--- src/rtl/matrix_mem_resp.sv ---
// Solver read responder for the matrix SRAM, with host load-window arbitration.
// Optional MEM_RRDY_THROTTLE_EN adds LFSR-driven ready throttling in SERVE.
module matrix_mem_resp #(
  parameter int ADDR_W = 10,
  parameter int DATA_W = 256,
  parameter int CNT_W  = 16
) (
  input  logic              i_clk,
  input  logic              i_reset,
  input  logic              i_mem_rreq,
  input  logic [ADDR_W-1:0] i_mem_addr,
  output logic              o_mem_rrdy,
  output logic [DATA_W-1:0] o_mem_dout,
  output logic              o_mem_dout_vld,
  input  logic              i_ld_req,
  output logic              o_ld_gnt,
  input  logic              i_ld_wen,
  input  logic [ADDR_W-1:0] i_ld_addr,
  input  logic [DATA_W-1:0] i_ld_data,
  output logic              o_sram_cen,
  output logic              o_sram_wen,
  output logic [ADDR_W-1:0] o_sram_addr,
  output logic [DATA_W-1:0] o_sram_d,
  input  logic [DATA_W-1:0] i_sram_q,
  output logic [CNT_W-1:0]  o_rd_cnt
);

  localparam logic [1:0] SERVE = 2'd0;
  localparam logic [1:0] DRAIN = 2'd1;
  localparam logic [1:0] LOAD  = 2'd2;

  logic [1:0]        state_q, state_d;
  logic              rrdy_q, rrdy_d;
  logic              gnt_q, gnt_d;
  logic              vld1_q, vld1_d;
  logic              vld2_q, vld2_d;
  logic [DATA_W-1:0] dout_q, dout_d;
  logic [1:0]        infl_q, infl_d;
  logic [CNT_W-1:0]  cnt_q, cnt_d;
  logic [ADDR_W-1:0] addr_q, addr_d;
  logic [DATA_W-1:0] wd_q, wd_d;
  logic              rd_acc, wr_acc, ret, stall;

  // Reset suppresses returns already in the pipe so nothing leaks out.
  assign rd_acc = i_mem_rreq & rrdy_q & ~i_reset;
  assign wr_acc = i_ld_wen & gnt_q & ~i_reset;
  assign ret    = vld2_q & ~i_reset;

`ifdef MEM_RRDY_THROTTLE_EN
  logic [7:0] lfsr_q, lfsr_d;

  always_comb begin
    lfsr_d = {lfsr_q[6:0],
              lfsr_q[7] ^ lfsr_q[5] ^ lfsr_q[4] ^ lfsr_q[3]};
    stall  = (lfsr_d[1:0] == 2'b00);
  end

  always_ff @(posedge i_clk) begin
    if (i_reset) lfsr_q <= 8'hA5;
    else         lfsr_q <= lfsr_d;
  end
`else
  assign stall = 1'b0;
`endif

  always_comb begin
    infl_d = infl_q;
    unique case (1'b1)
      rd_acc && !ret: infl_d = infl_q + 2'd1;
      !rd_acc && ret: infl_d = infl_q - 2'd1;
      default:        infl_d = infl_q;
    endcase
  end

  always_comb begin
    state_d = state_q;
    case (state_q)
      SERVE: if (i_ld_req) state_d = DRAIN;
      DRAIN: begin
        if (!i_ld_req)          state_d = SERVE;
        else if (infl_d == 2'd0) state_d = LOAD;
      end
      LOAD:  if (!i_ld_req) state_d = SERVE;
      default: state_d = SERVE;
    endcase
  end

  always_comb begin
    rrdy_d = (state_d == SERVE) & ~stall;
    gnt_d  = (state_d == LOAD);
    vld1_d = rd_acc;
    vld2_d = vld1_q;
    dout_d = vld1_q ? i_sram_q : '0;
    cnt_d  = cnt_q;
    if (ret && cnt_q != '1) cnt_d = cnt_q + CNT_W'(1);
  end

  // SRAM pins are combinational so an access lands in its request cycle.
  always_comb begin
    addr_d = addr_q;
    wd_d   = wd_q;
    unique case (1'b1)
      wr_acc: begin
        addr_d = i_ld_addr;
        wd_d   = i_ld_data;
      end
      rd_acc:  addr_d = i_mem_addr;
      default: addr_d = addr_q;
    endcase
  end

  always_ff @(posedge i_clk) begin
    if (i_reset) begin
      state_q <= SERVE;
      rrdy_q  <= 1'b1;
      gnt_q   <= 1'b0;
      vld1_q  <= 1'b0;
      vld2_q  <= 1'b0;
      dout_q  <= '0;
      infl_q  <= 2'd0;
      cnt_q   <= '0;
      addr_q  <= '0;
      wd_q    <= '0;
    end else begin
      state_q <= state_d;
      rrdy_q  <= rrdy_d;
      gnt_q   <= gnt_d;
      vld1_q  <= vld1_d;
      vld2_q  <= vld2_d;
      dout_q  <= dout_d;
      infl_q  <= infl_d;
      cnt_q   <= cnt_d;
      addr_q  <= addr_d;
      wd_q    <= wd_d;
    end
  end

  assign o_mem_rrdy     = rrdy_q;
  assign o_mem_dout_vld = ret;
  assign o_mem_dout     = ret ? dout_q : '0;
  assign o_ld_gnt       = gnt_q;
  assign o_sram_cen     = ~(rd_acc | wr_acc);
  assign o_sram_wen     = ~wr_acc;
  assign o_sram_addr    = addr_d;
  assign o_sram_d       = wd_d;
  assign o_rd_cnt       = cnt_q;

endmodule

--- config.mk ---
export PLATFORM = sky130hd
export DESIGN_NAME = matrix_mem_resp
export DESIGN_NICKNAME = d
export VERILOG_FILES = /design/src/rtl/matrix_mem_resp.sv
export SDC_FILE = /design/constraint.sdc
export NUM_CORES = 1
export LEC_CHECK = 0
export ABC_AREA = 1
export ABC_CLOCK_PERIOD_IN_PS = 3900
export CORE_AREA = 4 4 417 419
export DETAILED_ROUTE_END_ITERATION = 16
export DIE_AREA = 0 0 421 423
export SYNTH_ARGS = -nofsm -noshare
export SYNTH_HDL_FRONTEND = slang
export SYNTH_SLANG_ARGS = --single-unit
--- constraint.sdc ---
create_clock -name i_clk -period 3.9 [get_ports i_clk]
set_input_delay 0.78 -clock i_clk [delete_from_list [all_inputs] [get_ports i_clk]]
set_output_delay 0.78 -clock i_clk [all_outputs]
set_load 0.05 [all_outputs]
======== Word-level counts from Yosys, hierarchy flattened ========
Index checks and enable logic that the tools add are counted.
cells by class
  eq/ne operators ......................... 4
  reduce and logical (&&, ||, !) cells .... 9
  multiplexer cells ....................... 9
  add/subtract/negate cells ............... 3
  bitwise operators ....................... 10
operators with widths
  kind                   count
  $mux 256               2
  $pmux 10 s2            1
  $add 16x1->16 const B  1
  $ne 16x16->1 const B   1
  $mux 2                 4
  $logic_not 2->1        3
  $pmux 2 s3             1
  $and 1x1->1            5
  $eq 2x2->1 const B     2
  $not 1->1              4
  $pmux 2 s2             1
  $logic_and 1x1->1      3
  $add 2x1->2 const B    1
  $eq 2x1->1 const B     1
  $logic_not 1->1        2
  $reduce_or 2->1        1
  $sub 2x1->2 const B    1
  $or 1x1->1             1
storage, ports and cells
  word-level logic and storage cells ...... 45
  input bits .............................. 537
  bits in registers ....................... 546

======== Depth between registers and ports, before layout ========
  depth after elaboration ................. 10
  gate-level depth with buffers ........... 13

======== Worst setup path before layout ========
No wires, ideal clock.
  path kind ............................... input-to-output
  from .................................... input port i_reset
  to ...................................... output port o_mem_dout[215]
  path buffers ............................ 2
  stages .................................. 5
  data required time ...................... 3120 ps
  arrival time ............................ 1959 ps
  slack ................................... 1161 ps
  cell sequence ........................... inv_2 -> nand2_4 -> buf_2 -> buf_2 -> nor2_1
on the way
  longest elaborated chain between the ends .. 3
RTL lines
  item             RTL line  RTL
  start, declared  9         input logic i_reset,
  $not 1->1        47        assign ret = vld2_q & ~i_reset;
  $and 1x1->1      47
  $mux 256         140       assign o_mem_dout = ret ? dout_q : '0;
  end, declared    13        output logic [DATA_W-1:0] o_mem_dout,
Every way passes these cells.

======== Final worst setup path ========
  from .................................... input port i_ld_wen
  to ...................................... output port o_sram_addr[2]
on the way
  longest elaborated chain between the ends .. 3
RTL lines
  item                      RTL line  RTL
  start, declared           17        input logic i_ld_wen,
  $and 1x1->1 (2 in a row)  46        assign wr_acc = i_ld_wen & gnt_q & ~i_reset;
  $pmux 10 s2               102       unique case (1'b1)
  end, declared             22        output logic [ADDR_W-1:0] o_sram_addr,
Every way passes these cells.

==> summary.md <==
| Metric | Value |
|---|---|
| Status | `finished clean` |
| CTS tree | `done` |
| Number of CTS-inserted buffers | `70` |
| Distinct cell type count after synthesis | `30` |
| Seq/Total Area, Yosys | `51.40%` |
| WL per Instance | `16.60 microns` |
| Slew Limit Fails | `0` |
| Clock root cell | `clkbuf_16` |
| Port buffer count | `1079` |
| CTS Sinks | `546` |
| Worst-path clk slew | `0.06 ns` |
| Logic pwr share | `12.6%` |
| Multi-input logic area | `6689 sq um` |
| FFs w/ async S/R, synth | `0%` |
| Warnings, synthesis | `0` |
| Initial Util | `between 10% and 20%` |
| Post-synth net total | `between 3000 and 4000` |
| Die span in y | `423 microns` |
| Crit start category | `input port` |
| Nets@finish | `4549` |
| Maximum VDD drop | `0.3439 mV` |
| Commonest non-fill, non-tap cell in the layout | `nor2_1` |
| Actual slew at the worst max-slew pin | `0.8717 ns` |
| Buffers & Inverters on Critical Path | `4` |
| Routed WL | `104.6 mm` |
| Period utilisation layout | `between 90 and 100%` |
| CP Capture Type | `primary output` |
| Seq pwr share | `between 40% and 50%` |
| Critical Path AT | `2.88 ns` |
| Origin of the worst min-delay path | `addr_q[7]` |
| Largest net degree at the start of global routing | `146` |
| Pint | `slightly above 10 mW` |
| CP startpoint | `i_ld_wen` |
| Total GRT Usage | `a little under an eighth` |
| Sw Share | `around 25%` |
| RSZ-0062 raised after global routing | `no` |
| Slew HR | `about two fifths` |
| Avg Inst Size Synth | `7.209 sq um` |
| Placer Congestion | `0.9341` |
| Min Tclk post-route | `3.655 ns` |
| Hold buffer count at cts | `0` |
| Worst Hold Class | `flop to flop` |
| CP delay by family, top | `buffers and inverters` |
| RR Startpoint | `o_ld_gnt` |
| Cell Area, Synth | `around 21000 sq um` |
| DRT iter0 DRCs | `roughly 1400` |
| Leak Pwr | `18.87 nW` |
| Top_reg_cell synth | `dfxtp_1` |
| Final Hold Violating Endpoints | `0` |
| Via Count | `21310` |
| Sw Pwr | `3.481 mW` |
| Pwr Total | `13.82 mW` |
| CP Data Required Time | `3.12 ns` |
| Layout cells sized above 1 | `18.21%` |
| CP Cell Sequence | `clkdlybuf4s50_1, nand2_1, nor2_4, buf_12, nor2_1, buf_4, nand2_1, nand3_1, buf_12` |
| Post-detailed-route count of antenna-violating nets | `0` |
| DP HPWL | `83.37 mm` |
| Setup CP Type | `input port to primary output` |
| Clk network pwr share | `a little under half` |
| Post-synth EDFFs | `0` |
| DRT Pass-1 Iters | `5` |
| Post-CTS sizing | `0` |
| Highest Clock Rate | `273.6 MHz` |
| DRC | `0` |
| Number of global-route vias before repair | `20770` |
| Die W | `421 microns` |
| Clk_lat worst skew | `roughly 0.65 ns` |
| Max clock buf depth | `3` |
| Synth Register Bits | `roughly 550` |
| Reg area | `10930 sq um` |
| Max-cap violation count | `0` |
| Initial antenna violation count | `44` |
| Die area | `178100 sq um` |
| Clock Skew | `0.02338 ns` |
| Worst path slowest cell | `clkdlybuf4s50_1` |
| Boundary pin count | `around 1100` |
| Core Footprint | `170600 sq um` |
| First-pass GRT wire length | `146.7 mm` |
| Final setup fails | `0` |
| Gate Count Post-Synth | `2950` |
| Crit-path max FO | `61` |
| Filler Cell Count | `approximately 19000` |
| Most frequent cells in the layout | `nor2_1 (789), inv_1 (780), clkdlybuf4s50_1 (553), dfxtp_1 (546), buf_4 (300)` |
| Setup TNS | `0 ns` |
| R2r setup slk | `1.77 ns` |
| FP Rows | `152` |
| Power density over the cells | `approximately 350 nW/um^2` |
| Grt ovf | `0` |
| # H-tree levels | `3` |
| Worst path max stage delay | `0.46 ns` |
| Vias/cell | `~3.4` |
| Area grow syn2layout | `83.69%` |
==> path summary, 6_finish.rpt <==
kind,end,depth (start not counted)
setup reg to reg,wd_q[23],9
hold / removal,addr_q[7],2
setup / recovery,o_sram_addr[2],9
hold reg to reg,addr_q[7],2
==> metal layers <==
layer	vias to the layer above	track usage (%)	wire length, microns	share of wire, %
met3	156	3.436	7712	7.4
met2	770	19.33	51290	49
met5	-	0	34	0.032
li1	10510	-	-	-
met1	9870	13.64	43000	41
met4	4	3.020	2584	2.5
==> kinds of logic after synthesis <==
logic type,synth area share [%]
flops,51.40
xor+xnor,0.2883
buf+inv,17.23
compound gates,6.766
simple gates,24.20
fa+ha+maj,0.1176
==> power groups by stage <==
stage	clock network, mW	registers [mW]	logic, mW
2_1_floorplan	0	5.83	0.637
3_3_place_gp	0	5.84	1.74
3_5_place_dp	0	5.84	1.74
4_1_cts	6.63	5.72	1.75
5_1_grt	6.84	5.73	1.84
6_report	6.36	5.72	1.74
==> cell type report <==
type | count | share of cell area (%)
Clock inverter | 15 | 0.4516
Sequential cell | 546 | 27.98
Antenna cell | 16 | 0.1025
Clock buffer | 100 | 5.214
Timing Repair Buffer | 1135 | 34.37
Tap cell | 2233 | 7.152
Multi-Input combinational cell | 1468 | 17.12
Inverter | 789 | 7.601
==> state kept, by name, indices dropped and copies added (netlist names) <==
| signal | count |
|---|---|
| wd_q | 256 |
| o_rd_cnt | 16 |
| vld2_q | 1 |
| vld1_q | 1 |
| infl_q | 2 |
| dout_q | 256 |
| state_q | 2 |
| addr_q | 10 |
| o_ld_gnt | 1 |
| o_mem_rrdy | 1 |
==> cell usage after synthesis, types with 2 or more instances <==
cell type | n | area (sq um)
nand2_2 | 2 | 12.51
xnor2_1 | 2 | 17.52
nand2_1 | 90 | 337.8
nor2_2 | 3 | 18.77
ha_1 | 2 | 25.02
or2_1 | 220 | 1376
buf_2 | 109 | 545.5
nor2_4 | 2 | 22.52
clkbuf_1 | 30 | 112.6
o21ai_1 | 229 | 1146
xor2_1 | 5 | 43.79
a21oi_1 | 14 | 70.07
inv_2 | 9 | 33.78
clkbuf_2 | 2 | 10.01
inv_1 | 780 | 2928
nand3_1 | 25 | 125.1
or2_2 | 36 | 225.2
dfxtp_1 | 546 | 10930
a31oi_1 | 10 | 62.56
o21ai_0 | 27 | 135.1
nand4_1 | 7 | 43.79
buf_1 | 4 | 15.01
nor2_1 | 789 | 2962
==> metrics by stage <==
step / std cells / hold WS (ns) / worst slack, ns / utilization [%] / area (sq um)
after floorplan: 2950 / 0.4597 / 1.161 / - / 21270
after global placement: 6170 / 0.4724 / 0.1269 / 21.57 / 36790
after detailed placement: 6170 / 0.4798 / 0.1155 / 21.57 / 36790
after CTS: 6285 / 0.4608 / 0.01387 / 22.86 / 39000
after global routing: 6289 / 0.4863 / 0.07162 / 22.88 / 39030
final: 6302 / 0.4872 / 0.2446 / 22.90 / 39060
==> tightest hold or removal path, delay by kind of cell, from the launching register on <==
| family | cells | cell delay (ns) |
|---|---|---|
| AND/OR/NAND/NOR | 1 | 0.07 |
| flip-flops | 1 | 0.30 |
| AO/OA/AOI/OAI | 1 | 0.06 |
==> timing repair <==
item / CTS / global route
endpoints found under the hold margin: 0 / 0
buffers inserted: 0 / 1
setup endpoints to repair: 0 / 1
Note: power is estimated with default switching activity, not from simulation.
